==> src/rtl/id_ex_stage.sv <==
// ID/EX pipeline register with load-use hazard detection.
// A load in EX whose destination feeds the ID instruction stalls the front end for one cycle.
module id_ex_stage #(
  parameter int DATA_W = 32
) (
  input  logic              clk,
  input  logic              reset,
  input  logic              id_valid,
  input  logic [6:0]        id_opcode,
  input  logic              id_ALU_src,
  input  logic              id_WB_data_src,
  input  logic              id_reg_write,
  input  logic              id_mem_read,
  input  logic              id_mem_write,
  input  logic [1:0]        id_ALU_op,
  input  logic [1:0]        id_ctrl_transfer,
  input  logic [DATA_W-1:0] id_pc,
  input  logic [DATA_W-1:0] id_rd1,
  input  logic [DATA_W-1:0] id_rd2,
  input  logic [DATA_W-1:0] id_imm,
  input  logic [4:0]        id_rs1,
  input  logic [4:0]        id_rs2,
  input  logic [4:0]        id_rd,
  input  logic [2:0]        id_funct3,
  input  logic [6:0]        id_funct7,
  input  logic              flush,
  output logic              ex_ALU_src,
  output logic              ex_WB_data_src,
  output logic              ex_reg_write,
  output logic              ex_mem_read,
  output logic              ex_mem_write,
  output logic [1:0]        ex_ALU_op,
  output logic [1:0]        ex_ctrl_transfer,
  output logic [DATA_W-1:0] ex_pc,
  output logic [DATA_W-1:0] ex_rd1,
  output logic [DATA_W-1:0] ex_rd2,
  output logic [DATA_W-1:0] ex_imm,
  output logic [4:0]        ex_rs1,
  output logic [4:0]        ex_rs2,
  output logic [4:0]        ex_rd,
  output logic [2:0]        ex_funct3,
  output logic [6:0]        ex_funct7,
  output logic              ex_valid,
  output logic              stall,
  output logic [15:0]       stall_count
);

  localparam logic [6:0] OPC_JAL    = 7'b1101111;
  localparam logic [6:0] OPC_OP     = 7'b0110011;
  localparam logic [6:0] OPC_STORE  = 7'b0100011;
  localparam logic [6:0] OPC_BRANCH = 7'b1100011;

  function automatic logic [15:0] sat_inc16(input logic [15:0] v);
    return (v == 16'hFFFF) ? v : v + 16'd1;
  endfunction

  logic                     vld_p1;
  logic                     alu_src_p1;
  logic                     wb_src_p1;
  logic                     reg_write_p1;
  logic                     mem_read_p1;
  logic                     mem_write_p1;
  logic [1:0]               alu_op_p1;
  logic [1:0]               ctrl_xfer_p1;
  logic [DATA_W-1:0]        pc_p1;
  logic signed [DATA_W-1:0] rd1_p1;
  logic signed [DATA_W-1:0] rd2_p1;
  logic signed [DATA_W-1:0] imm_p1;
  logic [4:0]               rs1_p1;
  logic [4:0]               rs2_p1;
  logic [4:0]               rd_p1;
  logic [2:0]               funct3_p1;
  logic [6:0]               funct7_p1;
  logic [15:0]              stall_cnt_q;

  logic use_rs1;
  logic use_rs2;
  logic rs1_hit;
  logic rs2_hit;
  logic load_use;
  logic bubble;

  // ID stage (p0): hazard detection against the instruction held in EX
  always_comb begin
    use_rs1  = (id_opcode != OPC_JAL);
    use_rs2  = (id_opcode == OPC_OP) || (id_opcode == OPC_STORE) ||
               (id_opcode == OPC_BRANCH);
    rs1_hit  = use_rs1 && (rd_p1 == id_rs1);
    rs2_hit  = use_rs2 && (rd_p1 == id_rs2);
    load_use = id_valid && vld_p1 && mem_read_p1 && (rd_p1 != 5'd0) &&
               (rs1_hit || rs2_hit);
    stall    = load_use && !flush;
    bubble   = flush || stall || !id_valid;
  end

  // EX stage (p1): control fields; a bubble clears them so the hazard cannot re-fire
  always_ff @(posedge clk or posedge reset) begin
    if (reset) begin
      vld_p1       <= 1'b0;
      alu_src_p1   <= 1'b0;
      wb_src_p1    <= 1'b0;
      reg_write_p1 <= 1'b0;
      mem_read_p1  <= 1'b0;
      mem_write_p1 <= 1'b0;
      alu_op_p1    <= 2'd0;
      ctrl_xfer_p1 <= 2'd0;
    end else if (bubble) begin
      vld_p1       <= 1'b0;
      alu_src_p1   <= 1'b0;
      wb_src_p1    <= 1'b0;
      reg_write_p1 <= 1'b0;
      mem_read_p1  <= 1'b0;
      mem_write_p1 <= 1'b0;
      alu_op_p1    <= 2'd0;
      ctrl_xfer_p1 <= 2'd0;
    end else begin
      vld_p1       <= 1'b1;
      alu_src_p1   <= id_ALU_src;
      wb_src_p1    <= id_WB_data_src;
      reg_write_p1 <= id_reg_write;
      mem_read_p1  <= id_mem_read;
      mem_write_p1 <= id_mem_write;
      alu_op_p1    <= id_ALU_op;
      ctrl_xfer_p1 <= id_ctrl_transfer;
    end
  end

  // Data fields are zeroed on reset and bubble too, so a dead slot is all-zero
  always_ff @(posedge clk or posedge reset) begin
    if (reset) begin
      pc_p1     <= '0;
      rd1_p1    <= '0;
      rd2_p1    <= '0;
      imm_p1    <= '0;
      rs1_p1    <= 5'd0;
      rs2_p1    <= 5'd0;
      rd_p1     <= 5'd0;
      funct3_p1 <= 3'd0;
      funct7_p1 <= 7'd0;
    end else if (bubble) begin
      pc_p1     <= '0;
      rd1_p1    <= '0;
      rd2_p1    <= '0;
      imm_p1    <= '0;
      rs1_p1    <= 5'd0;
      rs2_p1    <= 5'd0;
      rd_p1     <= 5'd0;
      funct3_p1 <= 3'd0;
      funct7_p1 <= 7'd0;
    end else begin
      pc_p1     <= id_pc;
      rd1_p1    <= id_rd1;
      rd2_p1    <= id_rd2;
      imm_p1    <= id_imm;
      rs1_p1    <= id_rs1;
      rs2_p1    <= id_rs2;
      rd_p1     <= id_rd;
      funct3_p1 <= id_funct3;
      funct7_p1 <= id_funct7;
    end
  end

  always_ff @(posedge clk or posedge reset) begin
    if (reset) begin
      stall_cnt_q <= 16'd0;
    end else if (stall) begin
      stall_cnt_q <= sat_inc16(stall_cnt_q);
    end
  end

  assign ex_valid         = vld_p1;
  assign ex_ALU_src       = alu_src_p1;
  assign ex_WB_data_src   = wb_src_p1;
  assign ex_reg_write     = reg_write_p1;
  assign ex_mem_read      = mem_read_p1;
  assign ex_mem_write     = mem_write_p1;
  assign ex_ALU_op        = alu_op_p1;
  assign ex_ctrl_transfer = ctrl_xfer_p1;
  assign ex_pc            = pc_p1;
  assign ex_rd1           = rd1_p1;
  assign ex_rd2           = rd2_p1;
  assign ex_imm           = imm_p1;
  assign ex_rs1           = rs1_p1;
  assign ex_rs2           = rs2_p1;
  assign ex_rd            = rd_p1;
  assign ex_funct3        = funct3_p1;
  assign ex_funct7        = funct7_p1;
  assign stall_count      = stall_cnt_q;

endmodule

==> config.mk <==
export PLATFORM = sky130hd
export DESIGN_NAME = id_ex_stage
export DESIGN_NICKNAME = d
export VERILOG_FILES = /design/src/rtl/id_ex_stage.sv
export SDC_FILE = /design/constraint.sdc
export NUM_CORES = 1
export LEC_CHECK = 0
export ABC_CLOCK_PERIOD_IN_PS = 7180
export CAP_MARGIN = 20
export CORE_AREA = 2 2 139 141
export DETAILED_ROUTE_END_ITERATION = 6
export DIE_AREA = 0 0 141 143
export PLACE_DENSITY = 0.82
export SLEW_MARGIN = 20
export SYNTH_ARGS = -nofsm -noshare
export SYNTH_HDL_FRONTEND = slang
export SYNTH_SLANG_ARGS = --single-unit
==> constraint.sdc <==
create_clock -name clk -period 7.18 [get_ports clk]
set_input_delay 1.077 -clock clk [delete_from_list [all_inputs] [get_ports clk]]
set_output_delay 1.077 -clock clk [all_outputs]
set_load 0.005 [all_outputs]
# Yosys cells after proc, flatten, opt, wreduce, memory -nomap -nowiden
# Cells that the tools add are included.
[classes]
reduce_logical = 16
n_eq_ne = 7
n_mux = 17
addsub = 1
n_bitwise = 1
[ops]
columns = ["op", "count"]
rows = [
  ["32-bit 2-to-1 mux", 4],
  ["16-bit by 1-bit adder with 16-bit output, second input constant", 1],
  ["16-bit == test, second input constant", 1],
  ["5-bit 2-to-1 mux", 3],
  ["7-bit by 6-bit == test with 1-bit output, second input constant", 2],
  ["5-bit == test", 2],
  ["7-bit == test, second input constant", 1],
  ["1-bit logical AND", 7],
  ["7-bit 2-to-1 mux", 1],
  ["7-bit != test, second input constant", 1],
  ["1-bit 2-to-1 mux", 6],
  ["1-bit logical OR", 5],
  ["5-bit nonzero test", 1],
  ["2-bit 2-to-1 mux", 2],
  ["3-bit 2-to-1 mux", 1],
  ["1-bit zero test", 2],
  ["2-bit AND reduction", 1],
  ["1-bit NOT", 1],
]
[totals]
out_inout_bits = 180
regBits = 179

# Depth between registers and ports, before layout
# Gate-level depths: netlist (run 1).
[logic_depth]
word_depth = 10
mapped_depth = 8
mapped_depth_nobuf = 7

# Least setup slack after synthesis (run 1)
# OpenSTA, ideal clock, no wires.
[synth_path]
path_kind = "input port to output port"
from = "in id_rs1[4]"
to = "out stall"
stages = 4
t_arrival_ns = 2.047
n_path_buf = 0
t_required_ns = 6.103
slack_ns = 4.056
cell_sequence = "xnor2_1 > nand3_1 > or4_4 > a211oi_1"
[synth_between]
elab_chain_cells = 5
[synth_rtl]
columns = ["item", "line", "source"]
rows = [
  ["start, declared", "21", "input logic [4:0] id_rs1,"],
  ["5-bit == test", "88", "rs1_hit = use_rs1 && (rd_p1 == id_rs1);"],
  ["1-bit logical AND", "88", ""],
  ["1-bit logical OR", "91", "(rs1_hit || rs2_hit);"],
  ["1-bit logical AND", "90", "load_use = id_valid && vld_p1 && mem_read_p1 && (rd_p1 != 5'd0) &&"],
  ["1-bit logical AND", "92", "stall = load_use && !flush;"],
  ["end, declared", "44", "output logic stall,"],
]
# No other way between the ends.

# Worst setup path after layout (run 1)
[layout_path]
from = "in id_opcode[5]"
to = "out stall"
[layout_between]
elab_chain_cells = 7
[layout_rtl]
columns = ["item", "line", "source"]
rows = [
  ["start, declared", "9", "input logic [6:0] id_opcode,"],
  ["7-bit by 6-bit == test with 1-bit output", "86", "use_rs2 = (id_opcode == OPC_OP) || (id_opcode == OPC_STORE) ||"],
  ["1-bit logical OR (2 in a row)", "86", ""],
  ["1-bit logical AND", "89", "rs2_hit = use_rs2 && (rd_p1 == id_rs2);"],
  ["1-bit logical OR *", "91", ""],
  ["1-bit logical AND *", "90", ""],
  ["1-bit logical AND *", "92", ""],
]
# Every way passes the cells marked *; elsewhere a longest branch is shown, timed or not.

==> metrics.yaml, run 1 <==
outcome: "finished, final reports clean"
cts_resized: 0
seq_area_frac_synth_pct: 72.8
synth.area.top_cells: "dfrtp_1 (73%), and2_1 (17%), xnor2_1 (2.6%), nand4_1 (1.1%), buf_4 (0.98%)"
pwr-share-comb_pct: 10.7
port_buffers: 352
antenna_found_initial: 3
post-route-period-util_pct: 60.6
synth_top_area_cell: "dfrtp_1"
setup_violations: 0
p_int_mw: 1.70
yosysTopAreaCellShare_pct: 72.8
p_sw_share_pct: 22.9
grt_pass1_wl_um: 26100
clock-root-buffer: "clkbuf_16"
max_stage_delay_ps: 590
layout.nets: 964
clk_pin_slew_ps: 60
p_sw_mw: 0.506
cp-start-kind: "input pin"
cp.required_ps: 6100
syn_inst: 434
place_hpwl_um: 13000
end_kind: "output pin"
slew_violations: 0
wl_per_cell_um: 16.7
die_h_um: 143
cts-hold-fix-buffers: 0
slew_headroom_pct: 34.9
cp.arrival_ps: 3280
viasPerCell: 4.32
ir_drop_mv: 0.157
setup_tns_ps: 0
post_cts_buffers: 0
sequentialPowerShare_pct: 47.7
wirelength_um: 17300
worstPathMaxFanout: 3
finalHoldViolCount: 0
netlist_area_mm2: 0.00615
cts_buffers: 17
grt_start_max_net_pins: 116
min_path_type: "reg -> reg"
clkSinkCount: 179
cp_slowest_cell: "clkdlybuf4s50_1"
antenna_left: 0
clkPwrFrac_pct: 41.6
grt-ovfl-total: 0
cts_tree: "yes"
final_area_mm2: 0.0105
worstMarginPinSlew_ps: 975
clk_latency_ps: 430
synthDistinctLibCells: 28
die_area_mm2: 0.0202
grt_pass1_vias: 4644
die_x_um: 141
htree_levels: 4
drtIter0Drc: 222
drc: 0
drt_first_pass_iters: 5
syn_avg_cell_area_um2: 14.2
cp_cell_sequence: "clkdlybuf4s50_1 -> nand3_1 -> a2111oi_0 -> nand4_1 -> a211oi_1 -> clkdlybuf4s50_1"
yosys_warnings: 0
vias: 4477
maxCapViolCount: 0
layout-drive-gt1-share_pct: 5.24
synth_nets: 608
io_pins: 353
grt_setup_unrepaired: "false"
placed_area_mm2: 0.00990
crit_type: "in -> out"
cpMostUsedCell: "clkdlybuf4s50_1"
clockBufferDepth: 2
gp_congestion: 0.793
finClkSkew_ps: 15.6
yosys_register_bits: 179
p_per_area_mw_per_mm2: 211
core.rowCount: 50
p_leak_nw: 4.63
grt_usage_pct: 17.3
fin_crit_ps: 4350
syn2layout_area_growth_pct: 70.3
start_util_pct: 33.1
core_mm2: 0.0186
max_freq_mhz: 230
[cell usage after synthesis]
library cell	instances
o2111ai_2	1
nor3_1	1
nor3b_4	1
inv_1	1
ha_1	1
buf_4	8
nand4b_1	2
and2_1	164
buf_2	1
or4_4	1
xnor2_1	18
nor3b_1	1
mux2_2	3
a211oi_1	1
nor2_1	3
and4_1	2
a211oi_2	1
a21oi_1	1
or4_1	1
nand2b_1	1
a2111oi_0	1
dfrtp_1	179
nand4_1	11
xor2_1	5
nand2_1	6
and3_1	4
nand3_1	6
clkbuf_1	9
[cell usage in the layout (no fill, tap or decap), drive strengths merged, types with 4 or more instances in the layout]
cell,count
xnor2,18
nand2,6
xor2,5
nand4,11
clkdlybuf4s50,352
nand3,6
clkbuf,18
and3,4
and2,164
dfrtp,179
inv,10
[per-layer routing]
layer,vias to the layer above,share of wire (%),global-route usage [%]
met5,-,0.19,0
met3,33,10,8.75
met4,4,2.2,6.95
met2,213,51,28.8
met1,2138,36,18.8
li1,2089,-,-
[state kept, by name, indices dropped and copies added, names as in the netlist]
register and cells:
ex_imm 32, ex_reg_write 1, ex_rs1 5, ex_rs2 5, stall_count 16, ex_rd2 32, ex_valid 1, ex_ALU_src 1
ex_rd1 32, ex_funct3 3, ex_mem_read 1, ex_WB_data_src 1, ex_pc 32, ex_ctrl_transfer 2, ex_rd 5, ex_mem_write 1
ex_ALU_op 2, ex_funct7 7
[power by group through the flow]
stage / sequential, mW / combinational, mW / clock [mW]
detailed placement: 1.07 / 0.240 / 0
CTS: 1.05 / 0.242 / 0.950
global route: 1.06 / 0.257 / 0.988
finish: 1.05 / 0.236 / 0.918
floorplan: 1.08 / 0.0537 / 0
global placement: 1.07 / 0.237 / 0
[kinds of logic after synthesis]
family | Yosys count | share of synthesized area (%)
buffers and inverters | 19 | 1.67
adders and majority gates | 1 | 0.203
DFF | 179 | 72.8
xor gates and xnor gates | 23 | 3.27
AOI/OAI and AO/OA | 5 | 0.793
muxes | 3 | 0.549
and+or+nand+nor | 204 | 20.7
[per-stage QoR]
step / setup WS, ps / hold WS (ps) / std cells / total power, mW / utilization [%]
final: 2830 / 507 / 1037 / 2.21 / 56.4
after global routing: 2720 / 531 / 1037 / 2.30 / 56.4
after CTS: 2780 / 508 / 1036 / 2.25 / 56.4
after detailed placement: 2810 / 499 / 1005 / 1.31 / 53.3
after global placement: 2790 / 479 / 1005 / 1.31 / 53.3
after floorplan: 1240 / 481 / 434 / 1.13 / -
[cell type report]
class,count,area (um^2)
Fill cell,1561,8100
Sequential cell,179,4480
Inverter,1,11.3
Multi-Input combinational cell,236,1570
Clock buffer,18,439
Tap cell,234,293
Clock inverter,13,136
Antenna cell,1,2.50
Timing Repair Buffer,355,3550
[worst paths after layout]
check | start | endpoint | slack, ps | depth (start not counted)
max reg2reg | ex_rd[0]$_DFF_PP0_ | stall_count[1]$_DFFE_PP0P_ | 4450 | 6
min in group asynchronous | reset | stall_count[10]$_DFFE_PP0P_ | 1210 | 2
max | id_opcode[5] | stall | 2830 | 6
min | stall_count[8]$_DFFE_PP0P_ | stall_count[8]$_DFFE_PP0P_ | 510 | 1
min reg2reg | stall_count[8]$_DFFE_PP0P_ | stall_count[8]$_DFFE_PP0P_ | 510 | 1
max in group asynchronous | reset | ex_rd2[4]$_DFF_PP0_ | 4660 | 3
[critical path: cells and delay by family]
family | cells | cell delay, ps
AO/OA/AOI/OAI | 2 | 820
buffers and inverters | 2 | 1070
AND/OR/NAND/NOR | 2 | 310
No activity file was read; power rests on OpenSTA's default activity.
==> inputs of run 2 (changes only) <==
--- a/config.mk
+++ b/config.mk
@@ -5,7 +5,7 @@
 export SDC_FILE = /design/constraint.sdc
 export NUM_CORES = 1
 export LEC_CHECK = 0
-export ABC_CLOCK_PERIOD_IN_PS = 7180
+export ABC_CLOCK_PERIOD_IN_PS = 4500
 export CAP_MARGIN = 20
 export CORE_AREA = 2 2 139 141
 export DETAILED_ROUTE_END_ITERATION = 6
==> constraint.sdc (replaced) <==
create_clock -name clk -period 4.5 [get_ports clk]
set_input_delay 0.675 -clock clk [delete_from_list [all_inputs] [get_ports clk]]
set_output_delay 0.675 -clock clk [all_outputs]
set_load 0.005 [all_outputs]
==> run 2 against run 1 <==
Global-route usage is essentially flat. Setup slack lost 1800 ps. Register-to-register slack lost 2700 ps. Via count shrank 1.8%. Largest power group unchanged. Highest routed layer is now met4.
==> metrics.yaml, run 2 (same netlist as run 1, synthesis figures left out) <==
post-route-period-util_pct: 77.0
layout_commonest_cell: "clkdlybuf4s50_1"
grt_start_max_net_pins: 98  # -16%
fin_crit_ps: 3470
core_mm2: 0.0186  # unchanged
rr_worst_depth: 6  # unchanged
grt_setup_unrepaired: "false"
outcome: "finished, final reports clean"
syn2layout_area_growth_pct: 70.7
hold_end: "stall_count[8]$_DFFE_PP0P_"
finalNonFillerCells: 1038  # +0.096%
p_per_area_mw_per_mm2: 332  # +57%
place_inst: 1006  # +0.10%
setup_tns_ps: 0  # unchanged
drc: 0  # unchanged
final_cell_mix: "clkdlybuf4s50_1 (352), dfrtp_1 (179), and2_1 (164), xnor2_1 (18), clkbuf_16 (17)"
drt_first_pass_iters: 4  # -1
min_from: "stall_count[8]$_DFFE_PP0P_"
p_leak_nw: 4.65  # +0.22%
cp.arrival_ps: 2790  # -490 ps
grt_pass1_wl_um: 26400  # +1.1%
cp.required_ps: 3830  # -2270 ps
worstPathMaxFanout: 3  # unchanged
worst_r2r_startpoint: "ex_rd[4]$_DFF_PP0_"
core.rowCount: 50  # unchanged
layout-drive-gt1-share_pct: 5.35  # +0.12 points
post_cts_buffers: 0  # unchanged
clk_latency_ps: 410  # -20 ps
end_kind: "output pin"
antenna_found_initial: 1  # -2
slew_violations: 0  # unchanged
finClkSkew_ps: 11.9  # -3.71 ps
die_h_um: 143  # unchanged
clockBufferDepth: 2  # unchanged
grt-ovfl-total: 0  # unchanged
antenna_left: 0  # unchanged
layout.nets: 965  # +0.10%
io_pins: 353  # unchanged
cts-hold-fix-buffers: 0  # unchanged
port_buffers: 352  # unchanged
slew_headroom_pct: 37.1  # +2.2 points
clock-root-buffer: "clkbuf_16"
maxCapViolCount: 0  # unchanged
clk_pin_slew_ps: 70  # about the same
cts_tree: "yes"
htree_levels: 4  # unchanged
grt_pass1_vias: 4680  # +0.78%
wirelength_um: 17300  # +0.32%
die_x_um: 141  # unchanged
vias: 4398  # -1.8%
setup_violations: 0  # unchanged
place_hpwl_um: 13200  # +1.2%
grt_usage_pct: 17.3  # +0.021 points
finalHoldViolCount: 0  # unchanged
ir_drop_mv: 0.243  # +55%
max_freq_mhz: 288
cts_resized: 0  # unchanged
wl_per_cell_um: 16.7  # +0.23%
hold_depth: 1  # unchanged
viasPerCell: 4.24  # -1.9%
worstMarginPinSlew_ps: 941  # -33.2 ps
min_path_type: "reg -> reg"
crit_type: "in -> out"
cp-start-kind: "input pin"
drtIter0Drc: 152  # -32%
r2r_slack_ps: 1740  # -2710 ps
gp_congestion: 0.786  # -0.92%
die_area_mm2: 0.0202  # unchanged
cts_buffers: 17  # unchanged
r2r_end: "stall_count[1]$_DFFE_PP0P_"
clkSinkCount: 179  # unchanged
start_util_pct: 33.1  # unchanged
run 2: how the worst max path moves through the flow:
stage	from	end	slack [ps]	cells after the start
global placement	id_opcode[5]	stall	1100	6
CTS	id_opcode[5]	stall	1010	6
floorplan	reset	ex_ALU_op[0]$_DFF_PP0_	1530	1
detailed placement	id_opcode[5]	stall_count[1]$_DFFE_PP0P_	1000	7
finish	id_opcode[5]	stall	1030	6
global route	id_opcode[5]	stall	850	6
run 2: worst max-delay path: stages:
cell	delay [ps]
clkdlybuf4s50_1	480
nand3_1	110
a2111oi_0	470
nand4_1	270
a211oi_1	260
clkdlybuf4s50_1	530
run 2: routing by layer:
metal / GRT usage [%] / vias to the layer above / routed length, um
met4: 4.95 / 0 / 289
met3: 7.34 / 18 / 1610
met2: 29.4 / 200 / 8960
met5: 0 / - / 0
met1: 20.1 / 2100 / 6490
li1: - / 2080 / -
run 2: cell type report:
| class | count | area, um^2 |
|---|---|---|
| Antenna cell | 1 | 2.50 |
| Clock buffer | 17 | 425 |
| Clock inverter | 14 | 145 |
| Fill cell | 1510 | 8080 |
| Inverter | 1 | 7.51 |
| Multi-Input combinational cell | 236 | 1570 |
| Sequential cell | 179 | 4480 |
| Tap cell | 234 | 293 |
| Timing Repair Buffer | 356 | 3580 |
run 2: power by group:
part	leakage, nW	internal, mW	switching (mW)
sequential	2.42	1.66	0.0188
clock	0.277	0.736	0.685
combinational	1.95	0.259	0.121
run 2: through the flow:
| step | power (mW) | setup slack [ps] | hold WS (ps) | utilization (%) | cell area, um^2 |
|---|---|---|---|---|---|
| final | 3.48 | 1030 | 505 | 56.5 | 10500 |
| after global placement | 2.09 | 1100 | 476 | 53.4 | 9930 |
| after detailed placement | 2.10 | 1000 | 496 | 53.4 | 9930 |
| after global routing | 3.64 | 851 | 542 | 56.5 | 10500 |
| after CTS | 3.53 | 1010 | 505 | 56.5 | 10500 |
| after floorplan | 1.81 | 1530 | 481 | - | 6160 |
